--- src/rtl/datamem_dump_ctrl_pkg.sv ---
// Shared definitions for the data-memory dump controller.
//   dump_state_t    : FSM state encoding (also exported for debug visibility)
//   BYTES_PER_WORD  : bytes serialized per data-memory word
//   UART_BYTE_W     : width of one UART byte
//   IDX_W           : width of the byte index inside a word
package datamem_dump_ctrl_pkg;

  localparam int BYTES_PER_WORD = 4;
  localparam int UART_BYTE_W    = 8;
  localparam int IDX_W          = 2;

  typedef enum logic [2:0] {
    ST_IDLE      = 3'd0,
    ST_WAIT_IDLE = 3'd1,
    ST_READ      = 3'd2,
    ST_LATCH     = 3'd3,
    ST_SEND      = 3'd4,
    ST_DONE      = 3'd5
  } dump_state_t;

endpackage

--- src/rtl/datamem_dump_ctrl_word_to_byte_tx.sv ---
// word_to_byte_tx: holds one memory word and hands it to the UART one byte
// at a time, most significant byte first.
// Ports:
//   clk, rst    : clock, synchronous active-high reset
//   clear       : drop the held word and index (dump aborted)
//   load        : capture word and restart at the top byte
//   word        : word to capture when load is high
//   send        : controller is in its byte-sending phase
//   ready       : UART accepts the presented byte
//   byte_data   : byte currently presented (0 when not sending)
//   valid       : byte_data is valid
//   last_xfer   : the lowest byte is being accepted this cycle
//
// Handshake: a byte moves only on a cycle where valid and ready are both 1.
// While valid=1 and ready=0 the index does not move, so byte_data holds.
module word_to_byte_tx
  import datamem_dump_ctrl_pkg::*;
#(
  parameter int NB_DATA = 32
) (
  input  logic                   clk,
  input  logic                   rst,
  input  logic                   clear,
  input  logic                   load,
  input  logic [NB_DATA-1:0]     word,
  input  logic                   send,
  input  logic                   ready,
  output logic [UART_BYTE_W-1:0] byte_data,
  output logic                   valid,
  output logic                   last_xfer
);

  logic [NB_DATA-1:0] word_q;
  logic [IDX_W-1:0]   idx_q;
  logic               xfer;

  assign valid     = send;
  assign xfer      = send && ready;
  assign last_xfer = xfer && (idx_q == '0);
  // Gated so the UART data lines read 0 whenever nothing is offered.
  assign byte_data = send ? word_q[{idx_q, 3'b000} +: UART_BYTE_W] : '0;

  always_ff @(posedge clk) begin
    if (rst || clear) begin
      word_q <= '0;
      idx_q  <= '0;
    end else if (load) begin
      word_q <= word;
      idx_q  <= IDX_W'(BYTES_PER_WORD - 1);
    end else if (xfer && (idx_q != '0)) begin
      idx_q <= idx_q - 1'b1;
    end
  end

endmodule

--- src/rtl/datamem_dump_ctrl.sv ---
// datamem_dump_ctrl: stalls the pipeline, walks the whole data memory
// through the debug address port and streams every word to the UART,
// MSB first.
// Ports:
//   clock_i, reset_i    : clock, synchronous active-high reset
//   dump_start_i        : one-cycle dump request (honoured only in IDLE)
//   dump_abort_i        : return to IDLE on the next edge, no done pulse
//   pipeline_idle_i     : pipeline drained, memory port free
//   mem_data_i          : memory read data, one cycle after the address
//   tx_ready_i          : UART accepts tx_data_o
//   pipeline_stall_o    : holds the pipeline while busy
//   select_debug_o      : memory mux selects the debug address
//   mem_en_o            : memory enable for debug reads
//   addr_mem_debug_o    : debug read address
//   tx_data_o/tx_valid_o: byte offered to the UART
//   dump_busy_o         : any state other than IDLE
//   dump_done_o         : one-cycle pulse after the last byte is accepted
//   dump_state_o        : current FSM state for observation
module datamem_dump_ctrl
  import datamem_dump_ctrl_pkg::*;
#(
  parameter int NB_DATA = 32,
  parameter int NB_ADDR = 7
) (
  input  logic                   clock_i,
  input  logic                   reset_i,
  input  logic                   dump_start_i,
  input  logic                   dump_abort_i,
  input  logic                   pipeline_idle_i,
  input  logic [NB_DATA-1:0]     mem_data_i,
  input  logic                   tx_ready_i,
  output logic                   pipeline_stall_o,
  output logic                   select_debug_o,
  output logic                   mem_en_o,
  output logic [NB_ADDR-1:0]     addr_mem_debug_o,
  output logic [UART_BYTE_W-1:0] tx_data_o,
  output logic                   tx_valid_o,
  output logic                   dump_busy_o,
  output logic                   dump_done_o,
  output dump_state_t            dump_state_o
);

  localparam logic [NB_ADDR-1:0] ADDR_LAST = {NB_ADDR{1'b1}};

  dump_state_t        state_q;
  logic [NB_ADDR-1:0] addr_q;
  logic               last_xfer;

  // Abort (and reset) beat every transition, including a start in IDLE.
  always_ff @(posedge clock_i) begin
    if (reset_i || dump_abort_i) begin
      state_q <= ST_IDLE;
      addr_q  <= '0;
    end else begin
      case (state_q)
        ST_IDLE: begin
          if (dump_start_i) begin
            state_q <= ST_WAIT_IDLE;
            addr_q  <= '0;
          end
        end
        ST_WAIT_IDLE: if (pipeline_idle_i) state_q <= ST_READ;
        ST_READ:      state_q <= ST_LATCH;
        ST_LATCH:     state_q <= ST_SEND;
        ST_SEND: begin
          if (last_xfer) begin
            // The last word ends the dump; the address never wraps.
            if (addr_q == ADDR_LAST) begin
              state_q <= ST_DONE;
            end else begin
              addr_q  <= addr_q + 1'b1;
              state_q <= ST_READ;
            end
          end
        end
        ST_DONE: begin
          state_q <= ST_IDLE;
          addr_q  <= '0;
        end
        default: state_q <= ST_IDLE;
      endcase
    end
  end

  // Moore outputs decoded straight from the state register.
  assign pipeline_stall_o = (state_q != ST_IDLE);
  assign dump_busy_o      = (state_q != ST_IDLE);
  assign select_debug_o   = (state_q == ST_READ) || (state_q == ST_LATCH) ||
                            (state_q == ST_SEND);
  assign mem_en_o         = (state_q == ST_READ) || (state_q == ST_LATCH);
  assign addr_mem_debug_o = select_debug_o ? addr_q : '0;
  assign dump_done_o      = (state_q == ST_DONE);
  assign dump_state_o     = state_q;

  // Read data arrives during LATCH, so it is captured at the end of LATCH.
  word_to_byte_tx #(.NB_DATA(NB_DATA)) u_ser (
    .clk       (clock_i),
    .rst       (reset_i),
    .clear     (dump_abort_i),
    .load      (state_q == ST_LATCH),
    .word      (mem_data_i),
    .send      (state_q == ST_SEND),
    .ready     (tx_ready_i),
    .byte_data (tx_data_o),
    .valid     (tx_valid_o),
    .last_xfer (last_xfer)
  );

endmodule

--- config.mk ---
export PLATFORM = sky130hd
export DESIGN_NAME = datamem_dump_ctrl
export DESIGN_NICKNAME = d
export VERILOG_FILES = /design/src/rtl/datamem_dump_ctrl_pkg.sv /design/src/rtl/datamem_dump_ctrl_word_to_byte_tx.sv /design/src/rtl/datamem_dump_ctrl.sv
export SDC_FILE = /design/constraint.sdc
export NUM_CORES = 1
export LEC_CHECK = 0
export CORE_ASPECT_RATIO = 1.1
export CORE_MARGIN = 1.5
export CORE_UTILIZATION = 30
export CTS_BUF_LIST = sky130_fd_sc_hd__clkbuf_4 sky130_fd_sc_hd__clkbuf_8
export DETAILED_ROUTE_END_ITERATION = 12
export PLACE_DENSITY_LB_ADDON = 0.08
export RECOVER_POWER = 50
export SKIP_CTS_REPAIR_TIMING = 1
export SYNTH_ARGS = -nofsm -noshare
export SYNTH_HDL_FRONTEND = slang
export SYNTH_SLANG_ARGS = --single-unit
export TNS_END_PERCENT = 10
--- constraint.sdc ---
create_clock -name clock_i -period 2.7 [get_ports clock_i]
set_input_delay 0.405 -clock clock_i [delete_from_list [all_inputs] [get_ports clock_i]]
set_output_delay 0.405 -clock clock_i [all_outputs]
set_load 0.01 [all_outputs]
==> impl_metrics.ini, run 1 <==
[place]
portBuffers = 61
placed_area_um2 = 2790
gp_congestion = 0.830
post-place-ws_ns = 0.375
dp_hpwl_mm = 3.51

[synth]
avgSynthCellArea_um2 = 8.09
ys.flop_type = dfxtp_1
syn_nets = 300
synth-edff-count = 0
netlist_instances = 260
ys.warnings.count = 0
synth_area_um2 = 2100
ys_seq_elements = 44
ys_seq_area_frac = 0.419
synth_async_sr_flop_share = 0
yosysUniqueCellTypes = 37

[final_layout]
antennaDiodeCount = 0
fill_cells = 707
area_growth_syn_to_layout_pct = 38.3
final_nets = 356
layout-drive-gt1-share = 0.101
finish.instance_area_um2 = 2910

[grt]
grt_pass1_vias = 1860
grt_usage = 0.140
grt_antenna_before_repair = 0
met2_usage = 0.226
grtUsageMet3 = 0.0375
top_usage_layer = met2
grt_start_max_net_pins = 36
grt-ovfl-total = 0
grt_use_met1 = 0.182
grt_pass1_wl_mm = 8.69

[worst_setup_path]
r2r_cells = 6
worstPathBufferInverterCount = 3
critical-path-slowest-cell = clkdlybuf4s50_1
cp_data_required_time_ns = 2.30
crit_arrival_ns = 2.13
path_max_fanout = 13
r2r_end = addr_q[6]
timing.rr.start = u_ser.idx_q[1]
critPathMaxStageDelay_ns = 0.53
crit_family = buffers and inverters
worstSetupEndpointType = output port
ff2ff_setup_slack_ns = 0.75
crit_type = reg2out
startpoint_type = flip-flop
cp_cell_sequence = or3b_4 -> inv_2 -> buf_4 -> and2_1 -> clkdlybuf4s50_1
crit_path_start = dump_state_o[0]

[sta]
finalHoldViolCount = 0
finClkSkew_ns = 0.00271
drv_slew = 0
rsz0062_at_grt = false
setup_ws_ns = 0.162
fin_setup_tns_ns = 0
relSlewSlack = 0.0880
period_needed_ns = 2.54
max_clock_freq_mhz = 394
post-route-period-util = 0.940
finalSetupViolCount = 0
tightest_slew_ns = 1.37

[detailed_routing]
route.detailed.drc = 0
vias_per_cell = 4.84
firstDrtPassIters = 4
routed_wl_mm = 5.01
vias = 1932
drtIter0Drc = 79
drtAntennaViolNets = 0
wl_per_cell_um = 12.5

[run]
maxCapViolations = 0

[clocking]
clk_pin_slew_ns = 0.08
clk_path_buf_depth = 2
numCtsBuffers = 5
cts.sinks = 44
root_buffer = clkbuf_8
tritoncts = built
cts_max_level = 2
insertion_delay_ns = 0.29

[pwr]
clockPowerShare = 0.405
combPwrFrac = 0.073
p_sw_frac = 0.204
p_leak_nw = 0.955
p_int_w = 0.000994
vdd_drop_max_mv = 0.200
power.total_w = 0.00125
seqPwrFrac = 0.522
p_per_area_nw_per_um2 = 429
p_switching_w = 0.000254

[min_path]
hp-start = u_ser.word_q[16]
hold_end = u_ser.word_q[16]
hold_path.class = reg2reg
hold-path-cell-count = 2

[floorplan]
die_h_um = 90.8
start_util = 0.315
fp.dieArea_um2 = 7530
rows = 31
ios = 62
coreArea_um2 = 6670
dieWidth_um = 82.9

[outcome]
status = finished clean
==> power by group through the flow <==
stage                     Clock, W  Sequential [W]  Combinational [W]
final                     0.000505        0.000652          0.0000914
after global routing      0.000552        0.000653          0.0000994
after CTS                 0.000524        0.000652          0.0000932
after detailed placement         0        0.000667          0.0000929
after global placement           0        0.000667          0.0000933
after floorplan                  0        0.000666          0.0000257
==> flip-flops by register name, summed over array words and instances, names as in the netlist <==
| signal | cells |
|---|---|
| dump_state_o | 3 |
| u_ser.idx_q | 2 |
| u_ser.word_q | 32 |
| addr_q | 7 |
==> synth_stat cells, types with 3 or more instances <==
cell	n	share of area
dfxtp_1	44	0.42
mux4_2	8	0.086
or2_2	3	0.0089
nand3_1	7	0.017
nor2b_1	8	0.024
a31oi_1	5	0.015
a21oi_1	40	0.095
inv_1	5	0.0089
clkbuf_1	12	0.021
nand2_1	72	0.13
nor3_1	5	0.012
buf_2	4	0.0095
and2_1	9	0.027
o21ai_0	4	0.0095
nor2_1	8	0.014
==> final cells by class <==
type	count	area [um^2]	area share
repair buffers	69	683	0.235
inverters	6	22.5	0.00774
clock inverters	2	35.0	0.0120
well taps	82	103	0.0353
flip-flops and latches	44	881	0.303
multi-input cells	190	1110	0.381
clock buffers	6	76.3	0.0262
==> stage by stage <==
step | utilization | hold WS, ns | std cells
after CTS | 0.435 | 0.458 | 399
after global routing | 0.436 | 0.474 | 399
after detailed placement | 0.419 | 0.446 | 391
after floorplan | - | 0.433 | 260
after global placement | 0.419 | 0.442 | 391
final | 0.436 | 0.454 | 399
==> worst register-to-register path, cell delays in order, from the launching register on <==
cell and delay, ns:
dfxtp_1 0.64, inv_1 0.12, ha_1 0.25, a21oi_1 0.14, o32a_1 0.35, nor3_1 0.11, o221a_2 0.25
==> layer usage <==
metal	wire length, um	part of all wire	vias up
li1	-	-	996
met1	2360	0.47	886
met3	262	0.052	6
met4	61	0.012	0
met5	0	0	-
met2	2320	0.46	44
==> how the worst max path moves through the flow <==
| stage | endpoint | cells after the start |
|---|---|---|
| after global placement | tx_data_o[0] | 5 |
| after CTS | addr_mem_debug_o[6] | 5 |
| after global routing | tx_data_o[1] | 5 |
| after detailed placement | addr_mem_debug_o[6] | 5 |
| after floorplan | addr_q[6] | 7 |
| final | tx_data_o[4] | 5 |
==> kinds of logic after synthesis <==
group                      share of synthesized area
buffers and inverters                         0.0565
and+or+nand+nor                                0.260
muxes                                         0.0927
xor gates and xnor gates                     0.00416
adders and majority gates                     0.0119
AOI/OAI and AO/OA                              0.156
DFF                                            0.419
==> cell usage in the layout (no fill, tap or decap), types with 2 or more instances in the layout <==
cell type,n
nand2_1,72
clkdlybuf4s50_1,59
dfxtp_1,44
a21oi_1,40
and2_1,9
mux4_2,8
nor2b_1,8
nor2_1,7
nand3_1,7
buf_4,7
inv_1,5
a31oi_1,5
nor3_1,5
clkbuf_8,5
o21ai_0,4
or2_2,2
or4_1,2
o31ai_1,2
ha_1,2
dlygate4sd3_1,2
(Power assumes the default switching activity.)
==> run 2: changes to the inputs <==
--- a/config.mk
+++ b/config.mk
@@ -12,6 +12,7 @@
 export DETAILED_ROUTE_END_ITERATION = 12
 export PLACE_DENSITY_LB_ADDON = 0.08
 export RECOVER_POWER = 50
+export REMOVE_ABC_BUFFERS = 1
 export SKIP_CTS_REPAIR_TIMING = 1
 export SYNTH_ARGS = -nofsm -noshare
 export SYNTH_HDL_FRONTEND = slang
==> run 2 against run 1 <==
Compared with the run above: via count is 1.4% higher; die area stayed put; combinational power increased by 1%; register-to-register slack hardly changed; core utilization down 0.17 points; count of clock-buffer cells in the layout down 1; critical path depth stayed put; sequential cell count is the same; non-clock buffer count grew 1; clock power barely moved; power grew 0.12%; global-route usage increased by 0.65 points.
==> impl_metrics.ini, run 2 (synthesis results as in run 1) <==
[floorplan]
ios = 62
dieWidth_um = 82.9
rows = 31
fp.dieArea_um2 = 7530
coreArea_um2 = 6670
die_h_um = 90.8
start_util = 0.315

[pwr]
p_leak_nw = 0.943
p_per_area_nw_per_um2 = 431
vdd_drop_max_mv = 0.223

[final_layout]
layout_common_cells = nand2_1 (72), clkdlybuf4s50_1 (59), dfxtp_1 (44)
regMostFlops = u_ser.word_q
layout-drive-gt1-share = 0.0943
antennaDiodeCount = 0
largest_register_ffs = 32
final_nets = 357
fill_cells = 698
area_growth_syn_to_layout_pct = 37.8
layout_commonest_cell = nand2_1

[clocking]
clk_path_buf_depth = 2
cts.sinks = 44
numCtsBuffers = 5
clk_pin_slew_ns = 0.09
cts_max_level = 2
root_buffer = clkbuf_8
tritoncts = built
insertion_delay_ns = 0.29

[worst_setup_path]
path_max_fanout = 11
timing.rr.start = u_ser.idx_q[1]
cp_cell_sequence = or3b_1 -> inv_4 -> buf_4 -> and2_1 -> clkdlybuf4s50_1
crit_path_start = dump_state_o[1]
startpoint_type = flip-flop
worstSetupEndpointType = output port
worstPathBufferInverterCount = 3
crit_arrival_ns = 2.13
critical-path-slowest-cell = clkdlybuf4s50_1
cp_data_required_time_ns = 2.30
crit_type = reg2out
crit_family = buffers and inverters
critPathMaxStageDelay_ns = 0.53

[place]
dp_hpwl_mm = 3.55
portBuffers = 61
gp_congestion = 0.858

[sta]
max_clock_freq_mhz = 395
tightest_slew_ns = 1.18
post-route-period-util = 0.939
drv_slew = 0
finalSetupViolCount = 0
holdWs_ns = 0.457
fin_setup_tns_ns = 0
relSlewSlack = 0.212
finClkSkew_ns = 0.00622
finalHoldViolCount = 0
period_needed_ns = 2.53
rsz0062_at_grt = false

[run]
maxCapViolations = 0

[grt]
grt_usage = 0.147
grt_antenna_before_repair = 0
grt_start_max_net_pins = 36
grt-ovfl-total = 0
grt_pass1_vias = 1930
grt_pass1_wl_mm = 9.09

[detailed_routing]
vias_per_cell = 4.90
firstDrtPassIters = 4
routed_wl_mm = 5.30
drtAntennaViolNets = 0
vias = 1959
wl_per_cell_um = 13.3
drtIter0Drc = 61
route.detailed.drc = 0

[min_path]
hp-start = u_ser.word_q[28]
hold_path.class = reg2reg

[outcome]
status = finished clean
[run 2: power breakdown]
part / total (W) / internal, W / switching [W]
Combinational: 0.0000927 / 0.0000587 / 0.0000340
Clock: 0.000507 / 0.000274 / 0.000233
Sequential: 0.000650 / 0.000649 / 0.000000543
Total: 0.00125 / 0.000982 / 0.000268
[run 2: worst paths after layout]
check	cells past startpoint	to	slack, ns
worst max-delay path	5	tx_data_o[0]	0.17
worst min register to register	2	u_ser.word_q[28]	0.46
worst min-delay path	2	u_ser.word_q[28]	0.46
worst max register to register	6	addr_q[6]	0.74
[run 2: per-layer routing]
layer,global-route usage,wire length (um),vias up
met3,0.0356,221,6
met5,0,0,-
met4,0.0347,61,0
met2,0.251,2550,61
li1,-,-,1001
met1,0.185,2470,891
[run 2: layout make-up]
cell class | count | area (um^2) | area share
clock buffer | 5 | 68.8 | 0.0237
clock inverter | 3 | 42.5 | 0.0147
inverter | 6 | 25.0 | 0.00863
multi-input combinational | 190 | 1100 | 0.381
sequential | 44 | 881 | 0.304
tap | 82 | 103 | 0.0354
timing repair buffer | 70 | 674 | 0.233
[run 2: per-stage QoR]
step                      total power [W]  worst slack [ns]  utilization  instance area, um^2  cells
final                             0.00125             0.165        0.435                 2900    400
after global routing              0.00130            0.0322        0.435                 2900    400
after CTS                         0.00127            0.0791        0.435                 2900    400
after detailed placement         0.000760             0.406        0.418                 2790    392
after global placement           0.000760             0.454        0.418                 2790    392
after floorplan                  0.000687             0.801            -                 2010    240
[run 2: worst min-delay path, delay by kind of cell, from the launching register on]
family / cells / cell delay [ns]
flip-flops: 1 / 0.32
AND/OR/NAND/NOR: 1 / 0.05
AO/OA/AOI/OAI: 1 / 0.05
